==> src/rtl/div32_seq.sv <==
// Sequential 32-bit restoring divider, one quotient bit per cycle, MSB first.
// Define DIV32_SEQ_SIGNED_EN to honour the sign port (truncating signed divide).
module div32_seq (
  input  logic        clk,
  input  logic        rst_n,
  input  logic        start,
  input  logic        sign,
  input  logic [31:0] a,
  input  logic [31:0] b,
  output logic        busy,
  output logic        done,
  output logic [31:0] quotient,
  output logic [31:0] remainder,
  output logic        div_zero
);
  // state | meaning
  // IDLE  | waiting for start; operands latched on the start edge
  // CALC  | 32 restoring-division steps in progress
  // DONE  | results valid, done pulses for one cycle
  typedef enum logic [1:0] {IDLE, CALC, DONE} state_t;

  state_t      state, state_nxt;
  logic [4:0]  cnt;
  logic [31:0] dvd;
  logic [31:0] dvs;
  logic [31:0] rem;
  logic        q_neg, r_neg;
  logic        signed_op;
  logic [31:0] a_mag, b_mag;
  logic [32:0] rem_sh, diff;
  logic        q_bit;
  logic [31:0] q_fin, r_fin, q_res, r_res;

`ifdef DIV32_SEQ_SIGNED_EN
  assign signed_op = sign;
`else
  assign signed_op = sign & 1'b0;
`endif

  always_comb begin
    a_mag  = (signed_op && a[31]) ? -a : a;
    b_mag  = (signed_op && b[31]) ? -b : b;
    rem_sh = {rem, dvd[31]};
    diff   = rem_sh - {1'b0, dvs};
    q_bit  = ~diff[32];
    q_fin  = {dvd[30:0], q_bit};
    r_fin  = q_bit ? diff[31:0] : rem_sh[31:0];
    q_res  = q_neg ? -q_fin : q_fin;
    r_res  = r_neg ? -r_fin : r_fin;
  end

  always_ff @(posedge clk) begin
    if (!rst_n) state <= IDLE;
    else        state <= state_nxt;
  end

  always_comb begin
    state_nxt = state;
    case (state)
      IDLE: if (start) state_nxt = (b == 32'd0) ? DONE : CALC;
      CALC: if (cnt == 5'd31) state_nxt = DONE;
      DONE: state_nxt = IDLE;
      default: state_nxt = IDLE;
    endcase
  end

  assign busy = (state == CALC);
  assign done = (state == DONE);

  always_ff @(posedge clk) begin
    if (!rst_n) begin
      cnt       <= '0;
      dvd       <= '0;
      dvs       <= '0;
      rem       <= '0;
      q_neg     <= 1'b0;
      r_neg     <= 1'b0;
      quotient  <= '0;
      remainder <= '0;
      div_zero  <= 1'b0;
    end else begin
      case (state)
        IDLE: if (start) begin
          dvd   <= a_mag;
          dvs   <= b_mag;
          rem   <= '0;
          cnt   <= '0;
          q_neg <= signed_op & (a[31] ^ b[31]);
          r_neg <= signed_op & a[31];
          if (b == 32'd0) begin
            quotient  <= '1;
            remainder <= a;
            div_zero  <= 1'b1;
          end
        end
        CALC: begin
          // dvd doubles as the quotient shift register as dividend bits drain out
          rem <= r_fin;
          dvd <= q_fin;
          cnt <= cnt + 5'd1;
          if (cnt == 5'd31) begin
            quotient  <= q_res;
            remainder <= r_res;
            div_zero  <= 1'b0;
          end
        end
        default: ;
      endcase
    end
  end
endmodule

==> config.mk <==
export PLATFORM = sky130hd
export DESIGN_NAME = div32_seq
export DESIGN_NICKNAME = d
export VERILOG_FILES = /design/src/rtl/div32_seq.sv
export SDC_FILE = /design/constraint.sdc
export NUM_CORES = 1
export LEC_CHECK = 0
export ABC_AREA = 1
export CAP_MARGIN = 25
export CORE_MARGIN = 1
export CORE_UTILIZATION = 45
export CTS_CLUSTER_SIZE = 14
export DETAILED_ROUTE_END_ITERATION = 12
export GPL_TIMING_DRIVEN = 0
export MAX_ROUTING_LAYER = met4
export PLACE_DENSITY = 0.68
export SLEW_MARGIN = 5
export SYNTH_ARGS = -nofsm -noshare
export SYNTH_HDL_FRONTEND = slang
export SYNTH_SLANG_ARGS = --single-unit
==> constraint.sdc <==
create_clock -name clk -period 3.1 [get_ports clk]
set_input_delay 0.465 -clock clk [delete_from_list [all_inputs] [get_ports clk]]
set_output_delay 0.465 -clock clk [all_outputs]
set_load 0.05 [all_outputs]
==> results.yml <==
clocking:
  cts_htree_levels: 4
  cts_tree: "built"
  cts-root-to-sink-buffers: 2
  clkLatencyLatePin_ps: 430
  clkTransAtPathRegs_ps: 80
  clock_sink_count: 168
  cts_inserted_buffers: 17
  cts_hold_buffers: 0
  cts_root_buf: "clkbuf_16"
grt:
  first_global_vias: 9485
  grt_overflow: 0
  global_route.usage.total_pct: 29.3
  grt_first_pass_wirelength_um: 48700
  grt_start_max_net_pins: 19
  grt_antenna_before_repair: 0
power_and_ir_drop:
  ir_drop_worst_case_vdd_v: 0.000356
  total_leakage_power_nw: 6.00
  power.density_nw_per_um2: 523
critical_path:
  reg_to_reg_end: "remainder[1]$_SDFFE_PN0P_"
  path_depth: 5
  required_ps: 2630
  worst-r2r-setup-slack_ps: 400
  crit_path_start_kind: "flop"
  worstPathArrival_ps: 2420
  ff2ff_path_depth: 19
  timing.critical_path.to_type: "output port"
  worstSetupPathType: "flop to output port"
  worstPathCellList: "inv_1, nor2_2, clkbuf_2, clkbuf_1, dlygate4sd2_1"
  critical_path.n_buffers_inverters: 4
  worst-path-max-fanout: 10
  cp_slowest_stage_delay_ps: 580
  crit_path_start: "state[0]$_SDFFE_PN0P_"
  endpoint: "busy"
  timing.rr.start: "dvd[31]$_SDFFE_PN0P_"
  critical-path-slowest-cell: "dlygate4sd2_1"
  timing.critical_path.max_delay_family: "buffers and inverters"
sta:
  setup_viol: 0
  achievable-frequency_ghz: 0.346
  holdWs_ps: 463
  slew_violations: 0
  relSlewSlack_pct: 47.0
  unrepaired_setup_endpoints_after_global_routing: "no"
  min_period_ps: 2890
  fin_skew_ps: 9.86
  final_hold_viol_count: 0
  worst-slew-pin-transition_ps: 792
  finalCritPeriodShare_pct: 93.2
  totalNegativeSetupSlack_ps: 0
floorplanning:
  die_h_um: 149
  core_region_area_um2: 21200
  num_rows: 53
  die-area_um2: 22300
  starting_density_of_the_core_pct: 46.2
  floorplan.io_pins: 135
  die_w_um: 149
min_path:
  hold_path_class: "flop to flop"
  worst_hold_path.num_cells: 2
synth:
  synthesis.nets: 1694
  synthesis.yosys.warnings: 0
  synth_async_sr_flop_share_pct: 0
  post_synth.cell_area_avg_um2: 6.14
  gate_count_after_technology_mapping: 1591
  synth_sequential_area_ratio_pct: 34.4
  netlist-cell-type-count: 31
  dominantRegCellSynth: "dfxtp_1"
  dominant_cells_by_area_after_synthesis: "dfxtp_1 34%, nand2_1 18%, inv_1 9.8%"
  yosysTopAreaCellShare_pct: 34.4
  synth_seq_cells: 168
  synth.top_cells.by_count: "474 x nand2_1, 255 x inv_1, 168 x dfxtp_1"
  number_of_synthesized_flops_with_an_enable_pin: 0
  synthMostInstantiatedCell: "nand2_1"
  synth.cell_area_um2: 9770
  synthDominantAreaCellType: "dfxtp_1"
place:
  instance_area_after_placement_um2: 11400
  dp_cells: 1998
  gp_congestion: 0.932
  port-buffer-count: 132
  hpwl_um: 24900
routing:
  ant_nets: 0
  drt-initial-drc-count: 658
  drt-vias-per-instance: 5.13
  wirelength_um: 31000
  drc: 0
  total_number_of_vias: 10411
  drt-pass1-iter-count: 5
  drt-wirelength-per-cell_um: 15.3
final_layout:
  layout-drive-gt1-share_pct: 3.70
  antenna_cells: 0
  filler_cell_count: 2202
  design_area_um2: 12000
  syn_to_final_growth_pct: 23.1
  fin_cells: 2030
  fin_nets: 1845
status:
  run_status: "finished clean"
run:
  max-cap-violations: 0
through the flow:
step | utilization [%] | power, W | setup WS (ps)
finish | 56.9 | 0.00630 | 210
global route | 56.9 | 0.00660 | 128
CTS | 56.9 | 0.00631 | 211
detailed placement | 54.1 | 0.00418 | -65.5
global placement | 54.1 | 0.00416 | -9.62
floorplan | - | 0.00360 | 979
metal layers:
metal | global-route usage [%] | vias to the layer above | wire length (um) | part of all wire [%]
met1 | 38.3 | 4700 | 14200 | 46
met3 | 3.49 | 64 | 1790 | 5.8
met4 | 11.2 | 0 | 995 | 3.2
met5 | - | - | 0 | 0
li1 | - | 5305 | - | -
met2 | 46.0 | 342 | 14000 | 45
how the worst min path moves through the flow:
stage / slack, ps / endpoint / from
after floorplan: 440 / dvs[10]$_SDFFE_PN0P_ / dvs[10]$_SDFFE_PN0P_
after global placement: 450 / dvs[29]$_SDFFE_PN0P_ / dvs[29]$_SDFFE_PN0P_
after detailed placement: 450 / quotient[20]$_SDFFE_PN0P_ / quotient[20]$_SDFFE_PN0P_
after CTS: 460 / quotient[20]$_SDFFE_PN0P_ / quotient[20]$_SDFFE_PN0P_
after global routing: 480 / quotient[27]$_SDFFE_PN0P_ / quotient[27]$_SDFFE_PN0P_
final: 460 / quotient[27]$_SDFFE_PN0P_ / quotient[27]$_SDFFE_PN0P_
layout make-up:
| type | instances | area [um2] | share of cell area (%) |
|---|---|---|---|
| timing repair buffer | 132 | 1320 | 11.0 |
| multi-input combinational | 1089 | 5100 | 42.4 |
| clock inverter | 14 | 151 | 1.26 |
| sequential | 168 | 3360 | 28.0 |
| inverter | 260 | 976 | 8.11 |
| tap | 275 | 344 | 2.86 |
| buffer | 74 | 338 | 2.81 |
| clock buffer | 18 | 439 | 3.65 |
worst reg2reg max path: stages (launching register included):
cell and delay [ps]:
dfxtp_1 340, inv_1 60, ha_1 200, inv_1 110, fa_1 420, nand2_1 80, nand2_1 90, nand3_1 110
nand2_2 100, nand2_1 90, nand2_2 70, nand2_2 80, nand2_1 70, nand2_1 80, nand2_2 120, buf_4 220
nand3_1 110, nand3_1 140, nand2_1 90, inv_1 30
sequential cells by signal, summed over array words and instances, names as in the netlist:
name	count
cnt	5
div_zero	1
dvd	32
dvs	32
quotient	32
rem	32
remainder	32
state	2
power breakdown:
part | internal, W | switching [W]
clock | 0.00110 | 0.00104
combinational | 0.000548 | 0.00117
sequential | 0.00233 | 0.000106
total | 0.00398 | 0.00231
placed cells by master (no fill, tap or decap), drive strengths merged:
master,Yosys,routed
o31ai,1,1
clkinv,0,5
a21o,2,2
xor2,15,15
and2,4,4
or2,2,2
nand4,8,8
dfxtp,168,168
nor4,1,1
o21bai,1,1
nor2,143,143
o21ai,98,98
a31oi,32,32
clkdlybuf4s50,0,131
ha,34,34
dlygate4sd2,0,1
clkinvlp,0,1
nand2,480,480
fa,1,1
a21oi,105,105
buf,20,20
nor3,7,7
o211ai,1,1
nand3,154,154
clkbuf,54,72
inv,260,268
repair_timing:
| item | 4_1_cts | 5_1_grt |
|---|---|---|
| hold endpoints to repair | 0 | 0 |
| setup endpoints to repair | 1 | 0 |
| buffers inserted | 0 | 0 |
| resized for setup | 2 | 0 |
cells by family after synthesis:
kind of cell / Yosys count / share of synthesized area (%)
and+or+nand+nor: 799 / 33.4
buffers and inverters: 334 / 13.4
AOI/OAI and AO/OA: 240 / 12.8
DFF: 168 / 34.4
adders and majority gates: 35 / 4.56
xor gates and xnor gates: 15 / 1.34
No activity file was read; power rests on OpenSTA's default activity.
